==> src/rtl/clk_mon_pkg.sv <==
// Shared types and helpers for the clock monitor.
// Optional min/max period stats: CLK_MON_STATS_EN.
package clk_mon_pkg;

  typedef enum logic [1:0] {
    IDLE,
    ARM,
    MEASURE
  } clk_mon_state_t;

  localparam int SYNC_STAGES = 2;

  function automatic logic [31:0] sat_add(
    input logic [31:0] a,
    input logic [31:0] b,
    input logic [31:0] max
  );
    logic [32:0] s;
    s = {1'b0, a} + {1'b0, b};
    return (s > {1'b0, max}) ? max : s[31:0];
  endfunction

endpackage

==> src/rtl/clk_mon_sync.sv <==
// Synchronizer plus registered edge detect; level, rise
// and fall are aligned, three clk edges after the input.
module clk_mon_sync
  import clk_mon_pkg::*;
(
  input  logic clk,
  input  logic rst,
  input  logic sig,
  output logic level,
  output logic rise,
  output logic fall
);

  logic [SYNC_STAGES-1:0] sync;

  always_ff @(posedge clk) begin
    if (rst) begin
      sync  <= '0;
      level <= 1'b0;
      rise  <= 1'b0;
      fall  <= 1'b0;
    end else begin
      sync  <= {sync[SYNC_STAGES-2:0], sig};
      level <= sync[SYNC_STAGES-1];
      rise  <= sync[SYNC_STAGES-1] & ~level;
      fall  <= ~sync[SYNC_STAGES-1] & level;
    end
  end

endmodule

==> src/rtl/clk_monitor.sv <==
// Measures period/high time of mon_clk in clk cycles.
// Define CLK_MON_STATS_EN for min_period/max_period.
module clk_monitor
  import clk_mon_pkg::*;
#(
  parameter int CNT_W      = 16,
  parameter int EXP_PERIOD = 10,
  parameter int EXP_HIGH   = 5,
  parameter int TOL        = 1,
  parameter int LOCK_CNT   = 4,
  parameter int TIMEOUT    = 1023
) (
  input  logic             clk,
  input  logic             rst,
  input  logic             enable,
  input  logic             mon_clk,
  output logic             meas_valid,
  output logic [CNT_W-1:0] meas_period,
  output logic [CNT_W-1:0] meas_high,
  output logic             freq_err,
  output logic             duty_err,
`ifdef CLK_MON_STATS_EN
  output logic [CNT_W-1:0] min_period,
  output logic [CNT_W-1:0] max_period,
`endif
  output logic             lost,
  output logic             locked
);

  localparam int LW = $clog2(LOCK_CNT + 1);
  localparam logic [LW-1:0] LOCK_MAX = LW'(LOCK_CNT);
  localparam logic [CNT_W-1:0] CNT_MAX = '1;
  localparam logic [CNT_W-1:0] TO = CNT_W'(TIMEOUT);
  localparam logic [31:0] P_LO =
    (EXP_PERIOD > TOL) ? 32'(EXP_PERIOD - TOL) : 32'd0;
  localparam logic [31:0] P_HI = 32'(EXP_PERIOD + TOL);
  localparam logic [31:0] H_LO =
    (EXP_HIGH > TOL) ? 32'(EXP_HIGH - TOL) : 32'd0;
  localparam logic [31:0] H_HI = 32'(EXP_HIGH + TOL);

  logic level, rise, fall;

  clk_mon_sync u_sync (
    .clk   (clk),
    .rst   (rst),
    .sig   (mon_clk),
    .level (level),
    .rise  (rise),
    .fall  (fall)
  );

  clk_mon_state_t state;
  logic [CNT_W-1:0] hi_cnt, lo_cnt, idle_ctr;
  logic [CNT_W-1:0] period, hi_inc, lo_inc;
  logic [LW-1:0] lock_nxt, lock_ctr;
  logic p_err, h_err, timeout;

  always_comb begin
    period = CNT_W'(sat_add(32'(hi_cnt), 32'(lo_cnt),
                            32'(CNT_MAX)));
    hi_inc = CNT_W'(sat_add(32'(hi_cnt), 32'd1, 32'(CNT_MAX)));
    lo_inc = CNT_W'(sat_add(32'(lo_cnt), 32'd1, 32'(CNT_MAX)));
    p_err = (32'(period) < P_LO) || (32'(period) > P_HI);
    h_err = (32'(hi_cnt) < H_LO) || (32'(hi_cnt) > H_HI);
    lock_nxt = (lock_ctr == LOCK_MAX) ? LOCK_MAX
                                      : lock_ctr + LW'(1);
    timeout = (state != IDLE) && !rise && !fall &&
              (idle_ctr == TO - CNT_W'(1));
  end

  always_ff @(posedge clk) begin
    if (rst) begin
      state       <= IDLE;
      hi_cnt      <= '0;
      lo_cnt      <= '0;
      idle_ctr    <= '0;
      lock_ctr    <= '0;
      meas_valid  <= 1'b0;
      meas_period <= '0;
      meas_high   <= '0;
      freq_err    <= 1'b0;
      duty_err    <= 1'b0;
      lost        <= 1'b0;
      locked      <= 1'b0;
`ifdef CLK_MON_STATS_EN
      min_period  <= '1;
      max_period  <= '0;
`endif
    end else if (!enable) begin
      state      <= IDLE;
      hi_cnt     <= '0;
      lo_cnt     <= '0;
      idle_ctr   <= '0;
      lock_ctr   <= '0;
      meas_valid <= 1'b0;
      lost       <= 1'b0;
      locked     <= 1'b0;
    end else begin
      meas_valid <= 1'b0;
      // Edge-free watchdog; saturates so it fires once.
      if (state != IDLE) begin
        if (rise || fall)
          idle_ctr <= '0;
        else if (idle_ctr != TO)
          idle_ctr <= idle_ctr + CNT_W'(1);
        if (timeout) begin
          lost     <= 1'b1;
          locked   <= 1'b0;
          lock_ctr <= '0;
        end
      end
      unique case (state)
        IDLE: begin
          state    <= ARM;
          idle_ctr <= '0;
`ifdef CLK_MON_STATS_EN
          min_period <= '1;
          max_period <= '0;
`endif
        end
        ARM: begin
          if (rise) begin
            state  <= MEASURE;
            hi_cnt <= CNT_W'(1);
            lo_cnt <= CNT_W'(1);
            lost   <= 1'b0;
          end
        end
        MEASURE: begin
          if (rise) begin
            meas_valid  <= 1'b1;
            meas_period <= period;
            meas_high   <= hi_cnt;
            freq_err    <= p_err;
            duty_err    <= h_err;
            lost        <= 1'b0;
            hi_cnt      <= CNT_W'(1);
            lo_cnt      <= '0;
            if (p_err || h_err) begin
              lock_ctr <= '0;
              locked   <= 1'b0;
            end else begin
              lock_ctr <= lock_nxt;
              locked   <= (lock_nxt == LOCK_MAX);
            end
`ifdef CLK_MON_STATS_EN
            if (period < min_period) min_period <= period;
            if (period > max_period) max_period <= period;
`endif
          end else begin
            if (level) hi_cnt <= hi_inc;
            else       lo_cnt <= lo_inc;
            if (timeout) state <= ARM;
          end
        end
        default: state <= IDLE;
      endcase
    end
  end

endmodule

==> config.mk <==
export PLATFORM = sky130hd
export DESIGN_NAME = clk_monitor
export DESIGN_NICKNAME = d
export VERILOG_FILES = /design/src/rtl/clk_mon_pkg.sv /design/src/rtl/clk_mon_sync.sv /design/src/rtl/clk_monitor.sv
export SDC_FILE = /design/constraint.sdc
export NUM_CORES = 1
export LEC_CHECK = 0
export ABC_AREA = 1
export BUFFER_PORTS_ARGS = -buffer_cell sky130_fd_sc_hd__buf_4
export CELL_PAD_IN_SITES_DETAIL_PLACEMENT = 1
export CELL_PAD_IN_SITES_GLOBAL_PLACEMENT = 2
export CORE_ASPECT_RATIO = 1.2
export CORE_UTILIZATION = 31
export DETAILED_ROUTE_END_ITERATION = 6
export GPL_TIMING_DRIVEN = 0
export PLACE_DENSITY = 0.85
export SLEW_MARGIN = 20
export SYNTH_ARGS = -nofsm -noshare
export SYNTH_HDL_FRONTEND = slang
export SYNTH_SLANG_ARGS = --single-unit
==> constraint.sdc <==
create_clock -name clk -period 2.4 [get_ports clk]
set_input_delay 0.48 -clock clk [delete_from_list [all_inputs] [get_ports clk]]
set_output_delay 0.48 -clock clk [all_outputs]
set_load 0.01 [all_outputs]
==> results of run 1 <==
==> state kept, by name (all words and copies together) (netlist names), 2 cells and up <==
signal	flops
u_sync.sync	2
meas_period	16
idle_ctr	16
hi_cnt	16
meas_high	16
lo_cnt	16
lock_ctr	3
state	2
==> layer usage <==
layer	GRT usage	routed length [um]
met3	0.0267	591
met1	0.245	8460
met4	0.0476	368
met5	0	0
met2	0.368	9810
==> kinds of logic after synthesis <==
family / share of synthesized area
adder cells (fa/ha/maj): 0.0609
AND/OR/NAND/NOR: 0.351
XOR/XNOR: 0.0356
flip-flops: 0.324
AO/OA/AOI/OAI: 0.132
buffers and inverters: 0.0967
==> placed cells by master (no fill, tap or decap), types with 5 or more instances in the layout <==
master | netlist | final
nand4_1 | 19 | 19
inv_2 | 4 | 8
nor2_4 | 2 | 7
o21ai_0 | 32 | 32
nand2_2 | 2 | 12
clkbuf_16 | 0 | 9
nand3_1 | 80 | 72
nand3_2 | 4 | 10
o21bai_1 | 6 | 6
nor3_1 | 20 | 18
clkbuf_1 | 18 | 14
a21oi_2 | 3 | 9
dfxtp_4 | 0 | 15
dfxtp_2 | 0 | 14
xor2_1 | 15 | 13
nand2_4 | 0 | 5
a31oi_1 | 5 | 5
dfxtp_1 | 95 | 66
nor2_2 | 5 | 7
a21oi_1 | 73 | 65
o211ai_1 | 10 | 10
nand2_1 | 220 | 205
nand3b_1 | 9 | 9
nor2_1 | 78 | 71
ha_1 | 27 | 13
buf_4 | 2 | 66
inv_1 | 114 | 109
xnor2_1 | 7 | 7
ha_4 | 0 | 11
nor4_1 | 6 | 5
==> worst max path at each step <==
stage | from | endpoint | slack (ps) | cells after the start
6_report | hi_cnt[0]$_SDFFE_PP0P_ | locked$_SDFF_PP0_ | 2 | 18
4_1_cts | hi_cnt[8]$_SDFFE_PP0P_ | locked$_SDFF_PP0_ | -40 | 13
3_5_place_dp | hi_cnt[0]$_SDFFE_PP0P_ | lock_ctr[2]$_SDFF_PP0_ | -790 | 16
5_1_grt | lo_cnt[0]$_SDFFE_PP0P_ | locked$_SDFF_PP0_ | -160 | 16
2_1_floorplan | hi_cnt[0]$_SDFFE_PP0P_ | freq_err$_SDFFE_PP0P_ | 90 | 17
3_3_place_gp | hi_cnt[0]$_SDFFE_PP0P_ | lock_ctr[2]$_SDFF_PP0_ | -770 | 16
==> synthesized netlist by cell type (2+ instances only) <==
master and count:
dfxtp_1 95, o21a_1 4, nand2_1 220, a21oi_2 3, nor3_1 20, nor4_1 6, ha_1 27, or2_2 4
o21bai_1 6, clkinv_1 2, inv_2 4, nor3b_1 4, nand4_1 19, xnor2_1 7, buf_2 4, buf_4 2
o21ai_0 32, nor3_4 2, clkbuf_1 18, xor2_1 15, nor2_2 5, nor2_1 78, nand3_1 80, and2_1 2
a31oi_1 5, nand3b_1 9, nor2_4 2, o211ai_1 10, inv_1 114, nand3_2 4, a21oi_1 73, nand2_2 2
==> cell type report <==
type | instances | area share
multi-input cells | 648 | 0.510
flip-flops and latches | 95 | 0.265
repair buffers | 64 | 0.0644
inverters | 120 | 0.0610
well taps | 252 | 0.0422
clock buffers | 9 | 0.0302
plain buffers | 26 | 0.0173
clock inverters | 7 | 0.0106
==> what timing repair did <==
| item | CTS | global route |
|---|---|---|
| buffers inserted | 12 | 12 |
| gates resized for setup | 85 | 56 |
| pin swaps | 13 | 22 |
| setup endpoints to repair | 54 | 58 |
==> power by group through the flow <==
stage               Sequential (mW)  Clock, mW  Combinational, mW
global placement               1.63          0              0.122
CTS                            1.58       1.56              0.135
finish                         1.57       1.51              0.138
detailed placement             1.63          0              0.123
global route                   1.58       1.62              0.153
floorplan                      1.63          0             0.0802
==> critical path, delay by kind of cell, from the launching register on <==
family	cells	cell delay, ps
compound gates	1	150
fa+ha+maj	2	360
buf+inv	4	310
flops	1	370
simple gates	11	1150
==> metrics by stage <==
| stage | instance area [um2] | total power, mW | hold slack, ps | TNS (ps) |
|---|---|---|---|---|
| 3_3_place_gp | 6490 | 1.75 | 404 | -8570 |
| 6_report | 7460 | 3.23 | 325 | 0 |
| 3_5_place_dp | 6500 | 1.75 | 406 | -9340 |
| 4_1_cts | 7150 | 3.27 | 318 | -37.9 |
| 2_1_floorplan | 5870 | 1.71 | 388 | 0 |
| 5_1_grt | 7460 | 3.35 | 328 | -1350 |
==> reports/results.txt, run 1 <==
pre-CTS WS = -786 ps
CTS Root Cell = clkbuf_16
all-layer global routing usage = 0.201
Placed Instances = 1181
CP peak stage delay = 370 ps
Worst Min Path Start = rst
RePlAce Congestion = 0.838
Critical R2R Capture = locked$_SDFF_PP0_
Syn Area/Cell = 6.61 um2
Main synth FF type = dfxtp_1
worst endpoint data arrival time = 2680 ps
CP max FO = 6
Yosys top cell by area = dfxtp_1
Hold Violations, Final = 0
top cell type's share of synthesized area = 0.324
Skew-Pair Late Insertion Delay = 360 ps
status = finished, final reports clean
Num CTS Buffers = 9
CTS tree = done
Rows = 54
CP max stage cell = dfxtp_4
gr ovfl total = 0
final worst slack = 2.08 ps
flop-to-flop setup slack = 2 ps
Area Growth Syn to Fin = 27.1%
leakage power = 3.20 nW
HPWL after DPL = 14.5 mm
RSZ-0062 raised after global routing = yes
total core area = 18400 um2
chip height = 153 um
#FFs+latches synth = 95
Final Max Slew Viols = 0
Switching Share = 0.269
endpoints failing setup = 0
initial antenna violation count = 0
vias in the first global route = 6109
n_diodes = 0
Mapped Nets = 921
max_cap viols = 0
Min-Delay Path Depth = 2
total number of vias = 5998
worst slew pin tran = 669 ps
Routed Antenna Nets = 0
CTS clk-pin slew, worst paths = 70 ps
Crit. End Element = flip-flop
largest net degree at the start of global routing = 21
most frequent CP cell = nand2_4
fin cells = 1221
Max clock buf depth = 2
top post-synthesis cells by area = dfxtp_1 (32%), nand2_1 (14%), inv_1 (7.3%), nand3_1 (6.8%), a21oi_1 (6.2%)
distinct cell type count after synthesis = 43
Reg2Reg Depth = 18
combinational share of power = 0.043
# hold bufs at CTS = 0
H-tree depth = 3
area occupied by registers = 1980 um2
DR iter-0 viols = 171
ratio of cells with drive above 1 in the final layout = 0.219
Worst VDD drop = 0.000399 V
Initial Util = 0.320
vias per cell = 4.91
PortBufs = 40
Int Power = 2.36 mW
final core occ = 0.406
DR WL/cell = 15.7 um
final net count = 996
power per cell area = 432 nW/um2
I/O pin cnt = 41
Die X = 128 um
Die ar. = 19500 um2
clock share of power = 0.469
Startpoint Class = flip-flop
sw power = 0.869 mW
fillers = 2371
Reg power frac = 0.488
Setup Skew = 19.5 ps
Post-synth ARST share = 0
type of the most critical hold path = input port to flip-flop
sequence of cells on the critical path = ha_4, inv_2, fa_2, inv_2, nand3_4, nand2_4, nand2_4, nand2_4, nand2_4, nand2_4, inv_6, buf_6, nand3_1, nor2_1, nand2_1, nor2_4, nand4_1, a21oi_2
worst rel slew slack = 0.553
cells after synthesis = 889
DR pass1 iterations = 4
Crit Path Class = flip-flop to flip-flop
Synth Cell Area = 5870 um2
Max Fclk = 417 MHz
CP required = 2690 ps
Post-synth EDFFs = 0
hold path endpoint = u_sync.level$_SDFF_PP0_
Tcrit/Tclk final = 0.999
final WL = 19.2 mm
yosys warns = 0
r2r startpoint = hi_cnt[0]$_SDFFE_PP0P_
first-pass GRT wire length = 30.9 mm
Clock Sinks = 95
minimum clock period = 2400 ps
multi-input logic area = 3800 um2
Seq/Total Area, Yosys = 0.324
DRC = 0
Note: power is estimated with default switching activity, not from simulation.
==> run 2: changes to the inputs <==
--- a/config.mk
+++ b/config.mk
@@ -7,13 +7,14 @@
 export LEC_CHECK = 0
 export ABC_AREA = 1
 export BUFFER_PORTS_ARGS = -buffer_cell sky130_fd_sc_hd__buf_4
+export CAP_MARGIN = 15
 export CELL_PAD_IN_SITES_DETAIL_PLACEMENT = 1
 export CELL_PAD_IN_SITES_GLOBAL_PLACEMENT = 2
 export CORE_ASPECT_RATIO = 1.2
 export CORE_UTILIZATION = 31
 export DETAILED_ROUTE_END_ITERATION = 6
 export GPL_TIMING_DRIVEN = 0
-export PLACE_DENSITY = 0.85
+export PLACE_DENSITY_LB_ADDON = 0.1
 export SLEW_MARGIN = 20
 export SYNTH_ARGS = -nofsm -noshare
 export SYNTH_HDL_FRONTEND = slang
==> run 2 against run 1 <==
Net effect:
- the flow now finishes with violations (setup timing)
- worst setup slack worse by 75 ps
- combinational power is 7% higher
- first-iteration DRC count increased by 42%
- power is 4.1% lower
- clock-buffer cell count rose by 1
- clock skew down 9.0 ps
- sequential cell count unchanged
- final cell count rose by 1.5%
- non-clock buffer count is 19 higher
- clock power decreased by 9%
- critical endpoint is now lock_ctr[1]$_SDFF_PP0_
==> reports/results.txt, run 2 (synthesis gave the netlist of run 1 again) <==
sequence of cells on the critical path = ha_4, inv_2, fa_2, inv_2, nand3_4, nand2_4, nand2_4, nand2_4, nand2_4, nand2_4, inv_6, buf_4, nand3_4, nor2_2, nand3_2, nor2_4, buf_4, nand3_2, a21oi_2
Clock Sinks = 95
most frequent CP cell = nand2_4
vias per cell = 4.92
final WL = 20.2 mm
Worst Min Path Start = rst
n_diodes = 0
vias in the first global route = 6383
sw power = 0.775 mW
CP required = 2690 ps
status = complete, but fails checks
post-route cell area = 7700 um2
CP max stage cell = dfxtp_4
Area after DPL = 6500 um2
clock share of power = 0.443
leakage power = 3.30 nW
DR WL/cell = 16.3 um
ratio of cells with drive above 1 in the final layout = 0.246
CTS clk-pin slew, worst paths = 70 ps
worst hold margin = 333 ps
Reg power frac = 0.509
Area Growth Syn to Fin = 31.0%
H-tree depth = 3
Die X = 128 um
Setup Skew = 10.5 ps
Routed Antenna Nets = 0
minimum clock period = 2470 ps
PortBufs = 40
Max clock buf depth = 2
r2r startpoint = lo_cnt[0]$_SDFFE_PP0P_
Max Fclk = 404 MHz
fillers = 2348
total number of vias = 6100
I/O pin cnt = 41
initial antenna violation count = 0
Crit Path Class = flip-flop to flip-flop
Die ar. = 19500 um2
largest net degree at the start of global routing = 17
final core occ = 0.419
Crit. End Element = flip-flop
CTS Root Cell = clkbuf_16
Final Max Slew Viols = 0
chip height = 153 um
Fin Setup TNS = -219 ps
CP peak stage delay = 360 ps
endpoints failing setup = 5
final worst slack = -73.2 ps
power per cell area = 402 nW/um2
RePlAce Congestion = 0.850
DR iter-0 viols = 243
CTS tree = done
HPWL after DPL = 15.2 mm
Critical Path Source = lo_cnt[0]$_SDFFE_PP0P_
most frequent cells in the layout = nand2_1 (204), inv_1 (109), buf_4 (80)
Skew-Pair Late Insertion Delay = 350 ps
Tcrit/Tclk final = 1.03
Startpoint Class = flip-flop
Worst VDD drop = 0.000370 V
total core area = 18400 um2
max_cap viols = 0
# hold bufs at CTS = 0
Initial Util = 0.320
worst slew pin tran = 736 ps
DR pass1 iterations = 4
worst endpoint data arrival time = 2760 ps
CP max FO = 5
Int Power = 2.32 mW
Num CTS Buffers = 9
all-layer global routing usage = 0.212
Rows = 54
RSZ-0062 raised after global routing = yes
gr ovfl total = 0
final net count = 1015
worst rel slew slack = 0.509
Hold Violations, Final = 0
first-pass GRT wire length = 32.7 mm
Switching Share = 0.251
combinational share of power = 0.047
type of the most critical hold path = input port to flip-flop
DRC = 0
commonest non-fill, non-tap cell in the layout = nand2_1
failing checks = setup timing
run 2: routing by layer:
layer	routed length (um)	vias up	global-route usage
met5	0	-	0
met4	408	0	0.0672
met3	460	28	0.0274
met2	10400	82	0.389
met1	8920	2908	0.252
li1	-	3082	-
run 2: worst paths after layout:
kind                            cells past startpoint  slack, ps                         to
worst max-delay path                               19        -70     lock_ctr[1]$_SDFF_PP0_
worst min-delay path                                2        330  u_sync.sync[1]$_SDFF_PP0_
worst max register to register                     19        -70     lock_ctr[1]$_SDFF_PP0_
worst min register to register                      2        410  u_sync.sync[1]$_SDFF_PP0_
run 2: metrics by stage:
step / setup slack, ps / cells / power, mW
global placement: -779 / 1181 / 1.75
detailed placement: -822 / 1182 / 1.76
finish: -73.2 / 1239 / 3.09
global route: -208 / 1239 / 3.24
floorplan: 92.3 / 889 / 1.71
CTS: -15.5 / 1217 / 3.14
run 2: cell type report:
class / count / area [um2] / share of cell area
buffer: 26 / 138 / 0.0179
clock buffer: 10 / 229 / 0.0298
clock inverter: 5 / 41.3 / 0.00536
inverter: 120 / 455 / 0.0592
multi-input combinational: 648 / 3900 / 0.507
sequential: 95 / 1970 / 0.256
tap: 252 / 315 / 0.0410
timing repair buffer: 83 / 642 / 0.0834
run 2: timing repair:
action,CTS,global route
setup buffers,20,21
pin swaps,17,31
setup endpoints to repair,56,58
endpoints found under the hold margin,0,0
gates resized for setup,102,60
gates cloned,0,1
run 2: critical path, delay by kind of cell (launching register included):
kind            cells  cell delay, ps
fa+ha+maj           2             390
flops               1             360
simple gates       11            1060
compound gates      1             110
buf+inv             5             470
run 2: power by group through the flow:
stage | registers [mW] | clock network, mW | logic (mW)
floorplan | 1.63 | 0 | 0.0802
global placement | 1.63 | 0 | 0.124
detailed placement | 1.63 | 0 | 0.127
CTS | 1.58 | 1.43 | 0.136
global route | 1.58 | 1.50 | 0.164
finish | 1.58 | 1.37 | 0.147
==> run 3: changes to the inputs <==
--- a/config.mk
+++ b/config.mk
@@ -14,7 +14,7 @@
 export CORE_UTILIZATION = 31
 export DETAILED_ROUTE_END_ITERATION = 6
 export GPL_TIMING_DRIVEN = 0
-export PLACE_DENSITY_LB_ADDON = 0.1
+export PLACE_DENSITY_LB_ADDON = 0.2
 export SLEW_MARGIN = 20
 export SYNTH_ARGS = -nofsm -noshare
 export SYNTH_HDL_FRONTEND = slang
==> run 3 against run 2 <==
Net effect:
- the flow still finishes with violations (setup timing)
- global-route usage shrank 0.76 points
- worst setup slack better by 12 ps
- worst hold slack gained 1.5 ps
- clock-buffer cell count shrank 1
- cell area decreased by 2.7%
- core utilization decreased by 1.1 points
- non-clock buffer count decreased by 19
- final cell count is 1.5% lower
- combinational power is 5% lower
- via count shrank 2.0%
- routed wire length is 4.0% lower
- critical path type unchanged
- sequential cell count stayed put
- critical endpoint is now locked$_SDFF_PP0_
==> reports/results.txt, run 3 (synthesis gave the netlist of run 1 again) <==
CP max FO = 5
Switching Share = 0.252
CTS Root Cell = clkbuf_16
Hold Violations, Final = 0
endpoints failing setup = 3
gr ovfl total = 0
status = complete, but fails checks
DR iter-0 viols = 195
Crit. End Element = flip-flop
clock share of power = 0.472
sequence of cells on the critical path = ha_4, inv_2, fa_2, inv_2, nand3_4, nand2_4, nand2_4, nand2_4, nand2_2, nand3b_1, nor2_1, nor2_1, nand3_2, nor2_4, nand4_1, a21oi_1
largest net degree at the start of global routing = 18
combinational share of power = 0.043
Total Power = 3.24 mW
leakage power = 3.19 nW
Area Growth Syn to Fin = 27.5%
HPWL after DPL = 14.8 mm
Clock Sinks = 95
first-pass GRT wire length = 31.4 mm
all-layer global routing usage = 0.204
Routed Antenna Nets = 0
vias in the first global route = 6083
H-tree depth = 3
worst endpoint data arrival time = 2730 ps
chip height = 153 um
final worst slack = -61.0 ps
Skew-Pair Late Insertion Delay = 360 ps
max_cap viols = 0
Buf/Inv on CP = 2
fin cells = 1221
total core area = 18400 um2
CP required = 2670 ps
n_diodes = 0
RSZ-0062 raised after global routing = yes
DR WL/cell = 15.9 um
RePlAce Congestion = 0.795
Max clock buf depth = 2
delay-heaviest family, CP = simple AND/OR/NAND/NOR gates
Placed Instances = 1181
Final Max Slew Viols = 0
commonest non-fill, non-tap cell in the layout = nand2_1
Worst VDD drop = 0.000372 V
final core occ = 0.408
Int Power = 2.42 mW
most frequent cells in the layout = nand2_1 (206), inv_1 (110), nand3_1 (72)
Max Fclk = 406 MHz
Fin Setup TNS = -93.9 ps
final net count = 996
Reg power frac = 0.485
Crit Path Class = flip-flop to flip-flop
worst rel slew slack = 0.516
DRC = 0
CP max stage cell = dfxtp_4
final WL = 19.4 mm
Die ar. = 19500 um2
CTS clk-pin slew, worst paths = 70 ps
type of the most critical hold path = input port to flip-flop
minimum clock period = 2460 ps
DR pass1 iterations = 5
total number of vias = 5981
sw power = 0.816 mW
CP peak stage delay = 370 ps
most frequent CP cell = nand2_4
Num CTS Buffers = 9
Setup Skew = 17.5 ps
Tcrit/Tclk final = 1.03
vias per cell = 4.90
Initial Util = 0.320
power per cell area = 433 nW/um2
worst slew pin tran = 726 ps
CTS tree = done
Rows = 54
I/O pin cnt = 41
PortBufs = 40
ratio of cells with drive above 1 in the final layout = 0.223
failing checks = setup timing
initial antenna violation count = 0
Startpoint Class = flip-flop
Die X = 128 um
-- run 3: changes by cell type in the layout (fill, tap and decap cells not counted), moves of 3 or more --
cell     delta
a21oi_2     -5
ha_2        +4
nand3_1     +3
buf_4      -16
a21oi_1     +4
ha_4        -4
-- run 3: final timing paths --
kind,cells past startpoint,slack [ps],to,from
max,16,-60,locked$_SDFF_PP0_,hi_cnt[0]$_SDFFE_PP0P_
min reg2reg,1,420,u_sync.fall$_SDFF_PP0_,u_sync.sync[1]$_SDFF_PP0_
min,3,330,u_sync.sync[0]$_SDFF_PP0_,mon_clk
max reg2reg,16,-60,locked$_SDFF_PP0_,hi_cnt[0]$_SDFFE_PP0P_
-- run 3: metrics by stage --
stage	cell area (um2)	hold WS (ps)	worst slack, ps
after global placement	6490	410	-761
after CTS	7210	333	-77.4
after detailed placement	6490	412	-769
final	7490	335	-61.0
after floorplan	5870	388	92.3
after global routing	7490	346	-170
-- run 3: power by group through the flow --
stage,Sequential [mW],Clock [mW],Combinational [mW]
2_1_floorplan,1.63,0,0.0802
3_3_place_gp,1.63,0,0.125
3_5_place_dp,1.63,0,0.125
4_1_cts,1.58,1.56,0.135
5_1_grt,1.57,1.62,0.154
6_report,1.57,1.53,0.140
-- run 3: worst reg2reg max path: stages (launching register included) --
cell,delay [ps]
dfxtp_4,370
ha_4,140
inv_2,40
fa_2,350
inv_2,100
nand3_4,80
nand2_4,110
nand2_4,60
nand2_4,80
nand2_2,70
nand3b_1,130
nor2_1,70
nor2_1,130
nand3_2,90
nor2_4,240
nand4_1,140
a21oi_1,180
-- run 3: per-layer routing --
| layer | vias to the layer above | GRT usage | wire, um |
|---|---|---|---|
| li1 | 3053 | - | - |
| met1 | 2887 | 0.278 | 9500 |
| met2 | 32 | 0.345 | 9480 |
| met3 | 9 | 0.0253 | 271 |
| met4 | 0 | 0.0403 | 131 |
| met5 | - | 0 | 0 |
-- run 3: what timing repair did --
action,in CTS,in global routing
hold buffers,0,0
setup buffers,16,8
resized for setup,87,60
endpoints found under the setup margin,53,48
pin swaps,17,19
-- run 3: final cells by class --
type	instances	area [um2]
plain buffers	26	136
clock buffers	9	225
clock inverters	7	76.3
fillers	2394	10900
inverters	120	455
multi-input cells	648	3820
flip-flops and latches	95	1980
well taps	252	315
repair buffers	64	480
